`src/rtl/lsuc_pkg.sv`:
```
// lsuc_pkg: shared definitions for lsuc local-IO-bus responders.
//   - Timer register offsets (full 8-bit offsets, so any addr[7:3] != 0
//     never matches a mapped register).
//   - CTRL register bit positions.
//   - Bus responder FSM state encoding, reusable by other responders.
package lsuc_pkg;

  localparam logic [7:0] TMR_CTRL      = 8'h00;
  localparam logic [7:0] TMR_STATUS    = 8'h01;
  localparam logic [7:0] TMR_RELOAD_LO = 8'h02;
  localparam logic [7:0] TMR_RELOAD_HI = 8'h03;
  localparam logic [7:0] TMR_COUNT_LO  = 8'h04;
  localparam logic [7:0] TMR_COUNT_HI  = 8'h05;
  localparam logic [7:0] TMR_PRESCALE  = 8'h06;

  localparam int CTRL_EN_BIT          = 0;
  localparam int CTRL_AUTO_RELOAD_BIT = 1;
  localparam int CTRL_IRQ_EN_BIT      = 2;

  typedef enum logic [1:0] {
    BUS_IDLE = 2'd0,
    BUS_WAIT = 2'd1,
    BUS_ACK  = 2'd2
  } bus_state_e;

endpackage

```
`src/rtl/lsuc_prescaler.sv`:
```
// lsuc_prescaler: 8-bit clock divider producing a one-cycle tick every
// div+1 clocks while enabled.
//   clk   in   clock
//   reset in   synchronous active-high reset
//   en    in   run enable; the divider is held at 0 while low
//   clr   in   restart the divide period
//   div   in   divide value (tick period = div+1)
//   tick  out  one-cycle pulse when the divider wraps
module lsuc_prescaler (
  input  logic       clk,
  input  logic       reset,
  input  logic       en,
  input  logic       clr,
  input  logic [7:0] div,
  output logic       tick
);

  logic [7:0] cnt;

  assign tick = en && (cnt == div);

  // Holding at 0 while disabled makes the first tick land div+1 cycles
  // after enable.
  always_ff @(posedge clk) begin
    if (reset || clr || !en) begin
      cnt <= 8'd0;
    end else if (cnt == div) begin
      cnt <= 8'd0;
    end else begin
      cnt <= cnt + 8'd1;
    end
  end

endmodule

```
`src/rtl/lsuc_timer.sv`:
```
// lsuc_timer: programmable 16-bit down-counter responder on the lsuc
// local IO bus, with prescaled tick, one-shot/auto-reload expiry and a
// level interrupt.
//   WAIT_STATES  idle cycles between request capture and rdy (0..15)
//   clk          clock
//   reset        synchronous active-high reset
//   addr         register offset
//   rnw          1 = read, 0 = write
//   req          single-cycle request strobe
//   wr_data      write data
//   cs           chip select
//   rd_data      read data, valid with rdy, held until the next access
//   rdy          one-cycle completion pulse
//   irq          registered expired & irq_en
//
// Bus FSM states:
//   state    | meaning
//   BUS_IDLE | waiting for req && cs; access is captured and executed here
//   BUS_WAIT | counting down wait states
//   BUS_ACK  | rdy high for one cycle with rd_data
module lsuc_timer
  import lsuc_pkg::*;
#(
  parameter logic [3:0] WAIT_STATES = 4'd1
) (
  input  logic       clk,
  input  logic       reset,
  input  logic [7:0] addr,
  input  logic       rnw,
  input  logic       req,
  input  logic [7:0] wr_data,
  input  logic       cs,
  output logic [7:0] rd_data,
  output logic       rdy,
  output logic       irq
);

  bus_state_e state;
  logic [3:0] wait_cnt;
  logic [7:0] rd_hold;
  logic [7:0] rd_val;

  logic        ctrl_en;
  logic        ctrl_auto;
  logic        ctrl_irq_en;
  logic        expired;
  logic [15:0] reload;
  logic [15:0] count;
  logic [7:0]  count_hi_shadow;
  logic [7:0]  prescale;

  logic capture;
  logic wr_hit;
  logic wr_ctrl;
  logic wr_status;
  logic wr_reload_lo;
  logic wr_reload_hi;
  logic wr_prescale;
  logic rd_count_lo;
  logic tick;
  logic tick_eff;

  assign capture      = (state == BUS_IDLE) && req && cs;
  assign wr_hit       = capture && !rnw;
  assign wr_ctrl      = wr_hit && (addr == TMR_CTRL);
  assign wr_status    = wr_hit && (addr == TMR_STATUS);
  assign wr_reload_lo = wr_hit && (addr == TMR_RELOAD_LO);
  assign wr_reload_hi = wr_hit && (addr == TMR_RELOAD_HI);
  assign wr_prescale  = wr_hit && (addr == TMR_PRESCALE);
  assign rd_count_lo  = capture && rnw && (addr == TMR_COUNT_LO);

  // A CTRL or RELOAD_HI write in the tick cycle overrides the whole tick.
  assign tick_eff = tick && !wr_ctrl && !wr_reload_hi;

  lsuc_prescaler u_prescaler (
    .clk   (clk),
    .reset (reset),
    .en    (ctrl_en),
    .clr   (wr_reload_hi),
    .div   (prescale),
    .tick  (tick)
  );

  always_comb begin
    rd_val = 8'h00;
    if (rnw) begin
      case (addr)
        TMR_CTRL:      rd_val = {5'b0, ctrl_irq_en, ctrl_auto, ctrl_en};
        TMR_STATUS:    rd_val = {7'b0, expired};
        TMR_RELOAD_LO: rd_val = reload[7:0];
        TMR_RELOAD_HI: rd_val = reload[15:8];
        TMR_COUNT_LO:  rd_val = count[7:0];
        TMR_COUNT_HI:  rd_val = count_hi_shadow;
        TMR_PRESCALE:  rd_val = prescale;
        default:       rd_val = 8'h00;
      endcase
    end
  end

  always_ff @(posedge clk) begin
    if (reset) begin
      ctrl_en         <= 1'b0;
      ctrl_auto       <= 1'b0;
      ctrl_irq_en     <= 1'b0;
      expired         <= 1'b0;
      reload          <= 16'h0000;
      count           <= 16'h0000;
      count_hi_shadow <= 8'h00;
      prescale        <= 8'h00;
      irq             <= 1'b0;
    end else begin
      // Clear first so a same-cycle expiry below keeps expired set.
      if (wr_status && wr_data[0]) begin
        expired <= 1'b0;
      end
      if (tick_eff) begin
        if (count != 16'h0000) begin
          count <= count - 16'h0001;
        end else begin
          expired <= 1'b1;
          if (ctrl_auto) begin
            count <= reload;
          end else begin
            ctrl_en <= 1'b0;
          end
        end
      end
      if (wr_ctrl) begin
        ctrl_en     <= wr_data[CTRL_EN_BIT];
        ctrl_auto   <= wr_data[CTRL_AUTO_RELOAD_BIT];
        ctrl_irq_en <= wr_data[CTRL_IRQ_EN_BIT];
      end
      if (wr_reload_lo) begin
        reload[7:0] <= wr_data;
      end
      if (wr_reload_hi) begin
        reload[15:8] <= wr_data;
        count        <= {wr_data, reload[7:0]};
      end
      if (wr_prescale) begin
        prescale <= wr_data;
      end
      // High byte is frozen on the low-byte read so a 16-bit read is coherent.
      if (rd_count_lo) begin
        count_hi_shadow <= count[15:8];
      end
      irq <= expired & ctrl_irq_en;
    end
  end

  always_ff @(posedge clk) begin
    if (reset) begin
      state    <= BUS_IDLE;
      wait_cnt <= 4'd0;
      rd_hold  <= 8'h00;
      rd_data  <= 8'h00;
      rdy      <= 1'b0;
    end else begin
      case (state)
        BUS_IDLE: begin
          rdy <= 1'b0;
          if (capture) begin
            if (WAIT_STATES == 4'd0) begin
              state   <= BUS_ACK;
              rdy     <= 1'b1;
              rd_data <= rd_val;
            end else begin
              state    <= BUS_WAIT;
              wait_cnt <= WAIT_STATES - 4'd1;
              rd_hold  <= rd_val;
            end
          end
        end
        BUS_WAIT: begin
          if (wait_cnt == 4'd0) begin
            state   <= BUS_ACK;
            rdy     <= 1'b1;
            rd_data <= rd_hold;
          end else begin
            wait_cnt <= wait_cnt - 4'd1;
          end
        end
        BUS_ACK: begin
          rdy   <= 1'b0;
          state <= BUS_IDLE;
        end
        default: begin
          rdy   <= 1'b0;
          state <= BUS_IDLE;
        end
      endcase
    end
  end

endmodule

```
`config.mk`:
```
export PLATFORM = sky130hd
export DESIGN_NAME = lsuc_timer
export DESIGN_NICKNAME = d
export VERILOG_FILES = /design/src/rtl/lsuc_pkg.sv /design/src/rtl/lsuc_prescaler.sv /design/src/rtl/lsuc_timer.sv
export SDC_FILE = /design/constraint.sdc
export NUM_CORES = 1
export LEC_CHECK = 0
export CORE_UTILIZATION = 50
export CTS_CLUSTER_SIZE = 10
export DETAILED_ROUTE_END_ITERATION = 16
export DONT_BUFFER_PORTS = 1
export PLACE_DENSITY_LB_ADDON = 0.12
export SLEW_MARGIN = 20
export SYNTH_ARGS = -nofsm -noshare
export SYNTH_HDL_FRONTEND = slang
export SYNTH_SLANG_ARGS = --single-unit
export TNS_END_PERCENT = 5
```
`constraint.sdc`:
```
create_clock -name clk -period 6.5 [get_ports clk]
set_clock_uncertainty 0.05 [all_clocks]
set_input_delay 0.975 -clock clk [delete_from_list [all_inputs] [get_ports clk]]
set_output_delay 0.975 -clock clk [all_outputs]
set_load 0.05 [all_outputs]
```
[Yosys cells after proc, flatten, opt, wreduce, memory -nomap -nowiden]
Index checks and enable logic that the tools add are counted.
Storage, ports and cells
  register bits: 84
  bits of input ports: 21
  output and inout port bits: 10
  logic and storage cells: 89
Operators by class
  add/subtract/negate cells: 3
  equality and inequality tests: 13
  muxes and demuxes: 19
  bitwise gates (word level): 2
  reduce and logical (&&, ||, !) cells: 36
Operators with widths (count)
  $mux 16: 4
  $pmux 8 s7: 1
  $eq 8x3->1 const B: 3
  $eq 8x2->1 const B: 2
  $reduce_bool 16->1: 1
  $sub 16x1->16 const B: 1
  $logic_and 1x1->1: 14
  $add 8x1->8 const B: 1
  $eq 8x1->1 const B: 1
  $eq 8x8->1: 1
  $logic_not 8->1: 1
  $mux 4: 2
  $mux 8: 1
  $ne 2x2->1 const B: 4
  $pmux 4 s2: 1
  $reduce_and 2->1: 4
  $mux 1: 7
  $reduce_and 3->1: 2
  $reduce_bool 2->1: 3
  $logic_not 1->1: 4
  $logic_not 4->1: 1
  $mux 2: 2
  $pmux 2 s2: 1
  $reduce_or 2->1: 2
  other kinds (8): 9

[Logic depth before layout (Yosys ltp)]
  word-level depth: 10
  mapped depth: 10

[Hierarchy]
Synthesis repeated with hierarchy kept, for this count alone.
Unflattened totals
  cells, all modules: 512
  area, all modules: 4286.6 um2
By module, submodules not included
  lsuc_timer: instances 1, cells an instance 468, area an instance 3887.5 um2, sequential area each 1521.5 um2
  lsuc_prescaler: instances 1, cells an instance 44, area an instance 399.1 um2, sequential area each 160.2 um2

[Worst setup path after synthesis]
OpenSTA, ideal clock, no wires.
  path kind: in2reg
  start point: in addr[5]
  end point: reg count[1]
  arrival time: 2.706 ns
  data required time: 6.385 ns
  path slack: 3.679 ns
  cell stages on the path: 8
  path buffers: 2
  cell sequence: or4_1 buf_2 nor4_1 nand2b_1 buf_6 mux2i_1 mux2i_1 nor2_1
On the way
  longest elaborated chain between the ends: 7
RTL lines
  from (decl): line lsuc_timer.sv:28  | input logic [7:0] addr,
  $logic_not 8->1: line lsuc_timer.sv:65  | assign wr_ctrl = wr_hit && (addr == TMR_CTRL);
  $logic_and 1x1->1: line lsuc_timer.sv:65
  $logic_not 1->1: line lsuc_timer.sv:73  | assign tick_eff = tick && !wr_ctrl && !wr_reload_hi;
  $logic_and 1x1->1 (2 in a row): line lsuc_timer.sv:73
  $reduce_bool 2->1 (no source line)
  $reduce_and 2->1 (no source line)
  to (signal assigned): line lsuc_timer.sv:118  | count <= count - 16'h0001;
  to (signal assigned): line lsuc_timer.sv:122  | count <= reload;
  to (signal assigned): line lsuc_timer.sv:138  | count <= {wr_data, reload[7:0]};
  to (decl): line lsuc_timer.sv:48  | logic [15:0] count;
Several ways; a longest one is shown, not always the timed one.
A chain may end at the register's enable or synchronous reset.

[Worst setup path in the final report]
  start point: in addr[5]
  end point: reg count[11]
Same word-level chain as after synthesis.

==> impl_metrics.yaml <==
grt:
  grt_pass1_wl_um: 18500
  grt_use_total: 0.277
  antenna_found_initial: 0
  grt_pass1_vias: 3481
  grt-ovfl-total: 0
  grt_max_degree: 69
synthesis:
  ys_seq_area_frac: 0.388
  post_synth_num_cell_types: 55
  yosysTopAreaCell: "dfxtp_1"
  avgSynthCellArea_sq_um: 8.33
  yosys_warnings: 0
  synthTopCellsByArea: "dfxtp_1 39%, mux2i_1 8.8%, nor2_1 6.6%"
  netlist_instances: 520
  netlist.area_leader.share: 0.388
  synthFlopType: "dfxtp_1"
  syn_nets: 546
  ys_ff_latch: 84
  synth_common_cells: "84 x dfxtp_1, 76 x nor2_1, 53 x nand2_1"
  synth_edf_count: 0
  async_flop_share: 0
  synth.most_common_cell: "dfxtp_1"
  syn-cell-area_sq_um: 4330
timing:
  hold_violations: 0
  setup_violations: 0
  tightest_slew_ns: 1.07
  fmax_ghz: 0.259
  relSlewSlack: 0.285
  slew_violations: 0
  tns_ns: 0
  fin_crit_ns: 3.86
  post-route-period-util: 0.595
  rsz0062_at_grt: "no"
setup_path:
  cp.arrival_ns: 4.07
  cp-end-kind: "flop"
  critPathRequiredTime_ns: 6.71
  slowest_stage: "nand3_1"
  critPathBufInv: 0
  path_class: "in -> reg"
  critPathMaxFanout: 23
  critPathTopFamily: "simple AND/OR/NAND/NOR gates"
  slowest_delay_ns: 0.79
  cp-start-kind: "primary input"
  path_cells: "or4_1, nor4_4, nand3_1, o21ai_1, nor2_1, a211o_1"
power_and_ir_drop:
  combPwrFrac: 0.029
  switching_share: 0.235
  vdd_drop_max_mv: 0.110
  pwr_density_cell_nw_per_um2: 216
  seq_power_share: 0.528
  clock_power_share: 0.443
  p_int_mw: 0.753
  p_sw_mw: 0.231
  p_leak_nw: 1.76
routing:
  first_pass_iters: 5
  drc: 0
  vias: 3751
  drtAntennaViolNets: 0
  viasPerCell: 6.12
  drtIter0Drc: 269
  drt_wl_total_um: 11700
  wl_per_cell_um: 19.1
floorplanning:
  fp.coreArea_sq_um: 8300
  die_width_um: 95.1
  io_pins: 31
  die_h_um: 95.1
  initial_core_util: 0.522
  fp-row-count: 33
  die_area_sq_um: 9030
clock_tree:
  cts_tree: "done"
  clkTransAtPathRegs_ns: 0.09
  post-cts-setup-buffers: 0
  cts_made_buffers: 9
  cts_resized: 0
  cts.path.max_buffers: 2
  clock-sinks: 84
  htree_levels: 3
  postCtsHoldBufs: 0
  cts_root_buffer: "clkbuf_8"
  insertion_delay_ns: 0.36
final_layout:
  layout-drive-gt1-share: 0.0728
  area_delta_synth_final_pct: 5.35
  instances_no_fill: 613
  fin_nets: 529
  num_antenna_cells: 0
  final_area_sq_um: 4560
placement:
  placed_area_sq_um: 4330
  dp_hpwl_um: 8400
  place_inst: 597
  finalWeightedCongestion: 0.890
  place.port_buffers: 0
hold_path:
  hold_class: "reg -> reg"
status:
  status: "completed"
run:
  cap_violations: 0
==> cell usage in the layout, fill, tap and decap left out, drive strengths merged, types with 13 or more instances in the layout <==
cell type | Yosys | layout
inv | 10 | 14
o21ai | 27 | 27
dfxtp | 84 | 84
nor4 | 14 | 14
nand3 | 20 | 20
nor3 | 15 | 15
nor2 | 76 | 76
xnor2 | 13 | 13
a21oi | 42 | 42
nand2 | 53 | 53
mux2i | 38 | 38
==> state kept, by name, indices dropped and copies added (netlist names) <==
name             cells
wait_cnt             4
ctrl_irq_en          1
prescale             8
expired              1
u_prescaler.cnt      8
rdy                  1
irq                  1
rd_data              8
count               16
reload              16
rd_hold              8
state                2
ctrl_en              1
ctrl_auto            1
count_hi_shadow      8
==> worst register-to-register path, stage by stage, from the launching register on <==
cell     delay [ns]
dfxtp_1        0.34
or4bb_1        0.65
nor4_4         0.57
nand3_1        0.80
o21ai_1        0.49
nor2_1         0.11
a211o_1        0.31
==> power groups by stage <==
| stage | Combinational [mW] | Sequential, mW | Clock [mW] |
|---|---|---|---|
| 4_1_cts | 0.0284 | 0.520 | 0.438 |
| 3_3_place_gp | 0.0278 | 0.532 | 0 |
| 3_5_place_dp | 0.0281 | 0.532 | 0 |
| 6_report | 0.0283 | 0.520 | 0.436 |
| 5_1_grt | 0.0312 | 0.521 | 0.460 |
| 2_1_floorplan | 0.0347 | 0.531 | 0 |
==> metal layers <==
| layer | track usage | part of all wire | up-vias |
|---|---|---|---|
| met4 | 0.110 | 0.027 | 0 |
| met1 | 0.369 | 0.45 | 1758 |
| met5 | 0 | 0 | - |
| met3 | 0.0542 | 0.069 | 33 |
| met2 | 0.440 | 0.45 | 141 |
| li1 | - | - | 1819 |
==> stage by stage <==
| stage | hold WS, ns | utilization | setup WS [ns] | power (mW) |
|---|---|---|---|---|
| 6_report | 0.409 | 0.550 | 2.64 | 0.984 |
| 5_1_grt | 0.436 | 0.550 | 2.39 | 1.01 |
| 4_1_cts | 0.414 | 0.550 | 2.68 | 0.987 |
| 3_5_place_dp | 0.391 | 0.522 | 2.32 | 0.560 |
| 3_3_place_gp | 0.392 | 0.522 | 2.41 | 0.560 |
| 2_1_floorplan | 0.372 | - | 3.68 | 0.566 |
==> final timing paths <==
path | end | startpoint | slack, ns | cells past startpoint
max | count[11] | addr[5] | 2.64 | 6
max reg2reg | count[11] | state[0] | 3.08 | 6
min | rd_hold[2] | rd_hold[2] | 0.41 | 1
min reg2reg | rd_hold[2] | rd_hold[2] | 0.41 | 1
==> area by class of cell <==
cell class,instances,area (sq um)
Multi-Input combinational cell,398,2480
Clock buffer,9,124
Clock inverter,7,105
Sequential cell,84,1680
Inverter,10,37.5
Fill cell,756,3740
Tap cell,105,131
==> cells by family after synthesis <==
logic type,after synthesis,synth area share
and+or+nand+nor,228,0.271
AOI/OAI and AO/OA,103,0.147
DFF,84,0.388
muxes,41,0.0983
buffers and inverters,38,0.0384
xor gates and xnor gates,21,0.0425
adders and majority gates,5,0.0145
No activity file was read; power rests on OpenSTA's default activity.
